[src/rtl/dlfloat16_pkg.sv]
// Shared DLFloat16 format constants and the converter FSM state encoding.
package dlfloat16_pkg;

  localparam int          EXP_W       = 6;
  localparam int          FRAC_W      = 9;
  localparam int          BIAS        = 31;
  localparam logic [5:0]  EXP_INF     = 6'h3F;
  localparam logic [5:0]  EXP_MAX_FIN = 6'h3E;

  typedef enum logic [1:0] {
    IDLE  = 2'd0,
    NORM  = 2'd1,
    ROUND = 2'd2,
    DONE  = 2'd3
  } state_t;

endpackage

[src/rtl/dlf16_round_rne.sv]
// Round-to-nearest-even packer: takes a magnitude normalised so that bit 31
// is the hidden one, plus its biased exponent and sign, and produces the
// DLFloat16 word and an inexact flag. Purely combinational so other narrowing
// paths can reuse it. A clear bit 31 means the caller has no leading one
// (zero magnitude) and yields a signed zero.
module dlf16_round_rne
  import dlfloat16_pkg::*;
(
  input  logic [31:0] mag_i,
  input  logic [5:0]  exp_i,
  input  logic        sign_i,
  output logic [15:0] res_o,
  output logic        inexact_o
);

  logic [FRAC_W-1:0] frac;
  logic [FRAC_W-1:0] frac_r;
  logic [EXP_W-1:0]  exp_r;
  logic              lsb;
  logic              guard;
  logic              sticky;
  logic              inc;

  // Extract fraction/guard/sticky and apply the half-to-even increment.
  always_comb begin
    frac   = mag_i[30:22];
    lsb    = mag_i[22];
    guard  = mag_i[21];
    sticky = |mag_i[20:0];
    inc    = guard & (sticky | lsb);
    exp_r  = exp_i;
    frac_r = frac;
    if (inc) begin
      if (frac == {FRAC_W{1'b1}}) begin
        // Fraction overflow carries into the exponent; the exponent range
        // of the callers never reaches EXP_INF, so no saturation is needed.
        frac_r = '0;
        exp_r  = exp_i + 6'd1;
      end else begin
        frac_r = frac + {{(FRAC_W-1){1'b0}}, 1'b1};
      end
    end
    if (!mag_i[31]) begin
      res_o     = {sign_i, {EXP_W{1'b0}}, {FRAC_W{1'b0}}};
      inexact_o = 1'b0;
    end else begin
      res_o     = {sign_i, exp_r, frac_r};
      inexact_o = guard | sticky;
    end
  end

endmodule

[src/rtl/int32_to_float16.sv]
// Iterative signed-integer to DLFloat16 converter with valid/ready on both
// sides and one conversion in flight.
// Optional build macro FAST_NORM_EN: normalisation skips 8 leading zeros per
// cycle when possible; results are identical, only latency shrinks.
module int32_to_float16
  import dlfloat16_pkg::*;
#(
  parameter int INT_W = 32
) (
  input  logic             clk,
  input  logic             rst_n,
  input  logic             in_valid,
  output logic             in_ready,
  input  logic [INT_W-1:0] in_data,
  output logic             out_valid,
  input  logic             out_ready,
  output logic [15:0]      out_data,
  output logic             out_inexact
);

  // Exponent of a value whose leading one sits at bit 31 after left-aligning
  // an INT_W-bit magnitude: bit (INT_W-1) of the integer has weight
  // 2^(INT_W-1), biased by 31. Equals 62 for the 32-bit case.
  localparam logic [5:0] EXP_ALIGN = 6'(BIAS + INT_W - 1);

  state_t      state_q;
  logic [31:0] mag_q;
  logic [5:0]  exp_q;
  logic        sign_q;
  logic [15:0] out_data_q;
  logic        out_inexact_q;
  logic        out_valid_q;

  logic [INT_W-1:0] abs_d;
  logic [31:0]      mag_align_d;
  logic [15:0]      round_res;
  logic             round_inexact;

  // Magnitude is taken as unsigned INT_W bits so the most negative value is exact.
  assign abs_d       = in_data[INT_W-1] ? (~in_data + {{(INT_W-1){1'b0}}, 1'b1}) : in_data;
  assign mag_align_d = 32'(abs_d) << (32 - INT_W);

  dlf16_round_rne u_round (
    .mag_i     (mag_q),
    .exp_i     (exp_q),
    .sign_i    (sign_q),
    .res_o     (round_res),
    .inexact_o (round_inexact)
  );

  // Control FSM with its datapath registers and registered handshake outputs.
  always_ff @(posedge clk) begin
    if (!rst_n) begin
      state_q       <= IDLE;
      mag_q         <= '0;
      exp_q         <= '0;
      sign_q        <= 1'b0;
      out_data_q    <= 16'h0000;
      out_inexact_q <= 1'b0;
      out_valid_q   <= 1'b0;
    end else begin
      case (state_q)
        IDLE: begin
          if (in_valid) begin
            sign_q <= in_data[INT_W-1];
            mag_q  <= mag_align_d;
            exp_q  <= EXP_ALIGN;
            if (mag_align_d == 32'd0) begin
              out_data_q    <= 16'h0000;
              out_inexact_q <= 1'b0;
              out_valid_q   <= 1'b1;
              state_q       <= DONE;
            end else begin
              state_q <= NORM;
            end
          end
        end
        NORM: begin
          if (mag_q[31]) begin
            state_q <= ROUND;
`ifdef FAST_NORM_EN
          end else if (mag_q[31:24] == 8'd0) begin
            mag_q <= mag_q << 8;
            exp_q <= exp_q - 6'd8;
`endif
          end else begin
            mag_q <= mag_q << 1;
            exp_q <= exp_q - 6'd1;
          end
        end
        ROUND: begin
          out_data_q    <= round_res;
          out_inexact_q <= round_inexact;
          out_valid_q   <= 1'b1;
          state_q       <= DONE;
        end
        DONE: begin
          if (out_ready) begin
            out_valid_q <= 1'b0;
            state_q     <= IDLE;
          end
        end
        default: state_q <= IDLE;
      endcase
    end
  end

  assign in_ready    = (state_q == IDLE);
  assign out_valid   = out_valid_q;
  assign out_data    = out_data_q;
  assign out_inexact = out_inexact_q;

endmodule
[config.mk]
export PLATFORM = sky130hd
export DESIGN_NAME = int32_to_float16
export DESIGN_NICKNAME = d
export VERILOG_FILES = /design/src/rtl/dlfloat16_pkg.sv /design/src/rtl/dlf16_round_rne.sv /design/src/rtl/int32_to_float16.sv
export SDC_FILE = /design/constraint.sdc
export NUM_CORES = 1
export LEC_CHECK = 0
export CAP_MARGIN = 20
export CORE_UTILIZATION = 30
export DETAILED_ROUTE_END_ITERATION = 10
export DONT_BUFFER_PORTS = 1
export HOLD_SLACK_MARGIN = 0.02
export PLACE_DENSITY_LB_ADDON = 0.1
export SLEW_MARGIN = 20
export SYNTH_ARGS = -nofsm -noshare
export SYNTH_HDL_FRONTEND = slang
export SYNTH_SLANG_ARGS = --single-unit
[constraint.sdc]
create_clock -name clk -period 4.1 [get_ports clk]
set_input_delay 1.025 -clock clk [delete_from_list [all_inputs] [get_ports clk]]
set_output_delay 1.025 -clock clk [all_outputs]
set_load 0.02 [all_outputs]
==> impl_metrics.yaml <==
clock_network:
  post_cts_buffers: 0
  cts.sinks: 59
  cts_hold_buf: 0
  clk_path_buf_depth: 2
  htree_levels: 3
  cts_tree: "built"
  clock_tree.root_cell: "clkbuf_16"
  post_cts_resized: 0
  clk_latency_ps: 330
  cts.clk_slew.worst_paths_ps: 50
  numCtsBuffers: 9
die:
  boundaryPins: 55
  die_y_um: 121.5
  fp.dieW_um: 121.5
  start_util_pct: 30.85
  core-area_um2: 13880
  row_count: 43
  die_area_um2: 14760
setup_path:
  arrival_ps: 3620
  max_stage_delay_ps: 550
  crit_start: "in_data[1]"
  setup.worst_path.end: "out_data[12]"
  reg2reg_from: "state_q[1]"
  crit_slowest_cell: "a2111oi_1"
  regToRegSetupSlack_ps: 1460
  endpoint_kind: "flop"
  worst-setup-path-type: "primary input to flop"
  path_cells: "inv_1 > ha_1 > nor2b_1 > nand4_2 > o21ai_1 > xnor2_1 > a2111oi_1 > and4_1 > a31oi_1 > buf_4 > o32ai_1"
  critical_path_required_ps: 4330
  cp_max_fo: 12
  rr_worst_depth: 9
  cp-start-kind: "primary input"
  r2r-end: "exp_q[5]"
drt:
  ant_nets: 0
  wl_um: 13480
  drc: 0
  vias_per_cell: 5.558
  drt_iter0_drc: 266
  wire_per_inst_um: 18.17
  dr.pass1.iters: 5
  num_vias: 4124
synthesis:
  synth_xor_area_share_pct: 8.998
  synth_top_family_by_area: "simple AND/OR/NAND/NOR gates"
  synth-async-reset-ratio_pct: 0
  synth-compound-area-share_pct: 24.60
  yosys.cell_types.count: 65
  synth_ff_type: "dfxtp_1"
  synth_top_area_cell: "dfxtp_1"
  synth_area_um2: 4283
  synthCells: 574
  syn-num-nets: 619
  synthSimpleGateAreaFrac_pct: 28.02
  synth_common_cells: "nand2_1, dfxtp_1, nor2_1, o21ai_0, clkbuf_1"
  seq_area_frac_synth_pct: 27.58
  syn_area_per_cell_um2: 7.461
  yosysMostFrequentCell: "nand2_1"
  synth_top_cell_area_share_pct: 27.58
  synth_edf_count: 0
  synth_area_leaders: "dfxtp_1, xnor2_1, nand2_1, o21ai_0, a21oi_1"
  synthMuxAreaShare_pct: 1.198
  synth-seq-cells: 59
  yosysWarnings: 0
  yosys.area_share.adder_pct: 2.629
outcome:
  status: "finished, final reports clean"
grt:
  grt_pass1_vias: 3954
  overflow: 0
  grt_pass1_wl_um: 21540
  grt_usage_pct: 19.02
  grt_antenna_before_repair: 0
  grt_max_degree: 49
place:
  gp_congestion: 0.8251
  dpl.hpwl_um: 10280
  portBuffers: 0
  placed_cell_area_um2: 4449
timing:
  tightest_slew_ps: 815.1
  finClkSkew_ps: 4.898
  fmax_mhz: 294.8
  final.min_clock_period_ps: 3392
  grt_setup_unrepaired: "no"
  maxSlewViolCount: 0
  maxSlewHeadroom_pct: 45.60
  period_share_pct: 82.73
  setup_violations: 0
  setup_tns_ps: 0
  hold_violations: 0
layout:
  design_area_um2: 4752
  finalNetCount: 603
  syn2layout_area_growth_pct: 10.96
  layout-drive-gt1-share_pct: 8.363
  diodes: 0
power_and_ir_drop:
  leakage_nw: 1.573
  p_per_area_nw_per_um2: 624.4
  vdd_ir_drop_max_uv: 285.2
  fin_total_pwr_w: 0.002967
hold_path:
  hp-class: "flop to flop"
run:
  maxCapViolations: 0
-- per-layer routing --
metal	up-vias	GRT usage (%)	part of all wire, %
li1	2060	-	-
met1	1952	25.77	48
met2	102	30.36	47
met3	10	3.524	4.6
met4	0	5.710	1.1
met5	-	0	0
-- placed cells by master (no fill, tap or decap), drive strengths merged, types with 5 or more instances in the layout --
cell,count
nor2,39
inv,32
nor3b,7
buf,15
o211ai,15
xor2,13
o22ai,10
nand4,14
xnor2,31
nand2,68
a21oi,35
clkbuf,11
nand2b,5
nor3,20
ha,9
nor2b,6
o21ai,38
a211oi,9
nand3,22
o41ai,6
nand3b,9
dfxtp,59
o31ai,6
or3,5
o32ai,10
nor4,14
-- logic make-up (layout without fill, tap and decap cells) --
family                   Yosys count  count (layout)
AO/OA/AOI/OAI                    156             156
XOR/XNOR                          44              44
adder cells (fa/ha/maj)            9               9
buffers and inverters             75              63
flip-flops                        59              59
multiplexers                       5               5
AND/OR/NAND/NOR                  226             226
-- worst min-delay path by stage --
stage              start         to  slack, ps  cells past startpoint
6_report       mag_q[28]  mag_q[28]        460                      2
2_1_floorplan  mag_q[28]  mag_q[28]        440                      2
4_1_cts        mag_q[28]  mag_q[28]        450                      2
3_5_place_dp   mag_q[28]  mag_q[28]        450                      2
5_1_grt        mag_q[28]  mag_q[28]        490                      2
3_3_place_gp   mag_q[28]  mag_q[28]        440                      2
-- state kept, by name, summed over array words and instances, names as in the netlist --
| register | flops |
|---|---|
| state_q | 2 |
| sign_q | 1 |
| out_data | 16 |
| out_valid | 1 |
| mag_q | 32 |
| exp_q | 6 |
| out_inexact | 1 |
-- cell type report --
type	count	area [µm²]
inverter	33	123.9
timing repair buffer	15	112.6
clock buffer	11	252.7
tap	180	225.2
clock inverter	4	50.05
fill	1515	9129
multi-input combinational	440	2806
sequential	59	1181
-- metrics by stage --
stage	instances	util (%)	setup WS [ps]	hold slack, ps
floorplan	574	-	534.0	436.3
detailed placement	727	32.05	362.0	447.5
global route	742	34.23	398.3	492.6
CTS	742	34.23	705.5	455.0
finish	742	34.23	708.2	455.8
global placement	727	32.05	418.2	442.9
-- power by group --
part | leakage [nW] | internal, W | switching, W
Clock | 0.144 | 0.000499 | 0.000274
Sequential | 0.484 | 0.000751 | 0.000183
Combinational | 0.945 | 0.000459 | 0.000802
-- worst max-delay path: cells and delay by family --
family                   cells  cell delay, ps
adder cells (fa/ha/maj)      1             160
AND/OR/NAND/NOR              3             880
AO/OA/AOI/OAI                4            1140
XOR/XNOR                     1             170
buffers and inverters        2             240
Power figures use the tool's default switching activity.
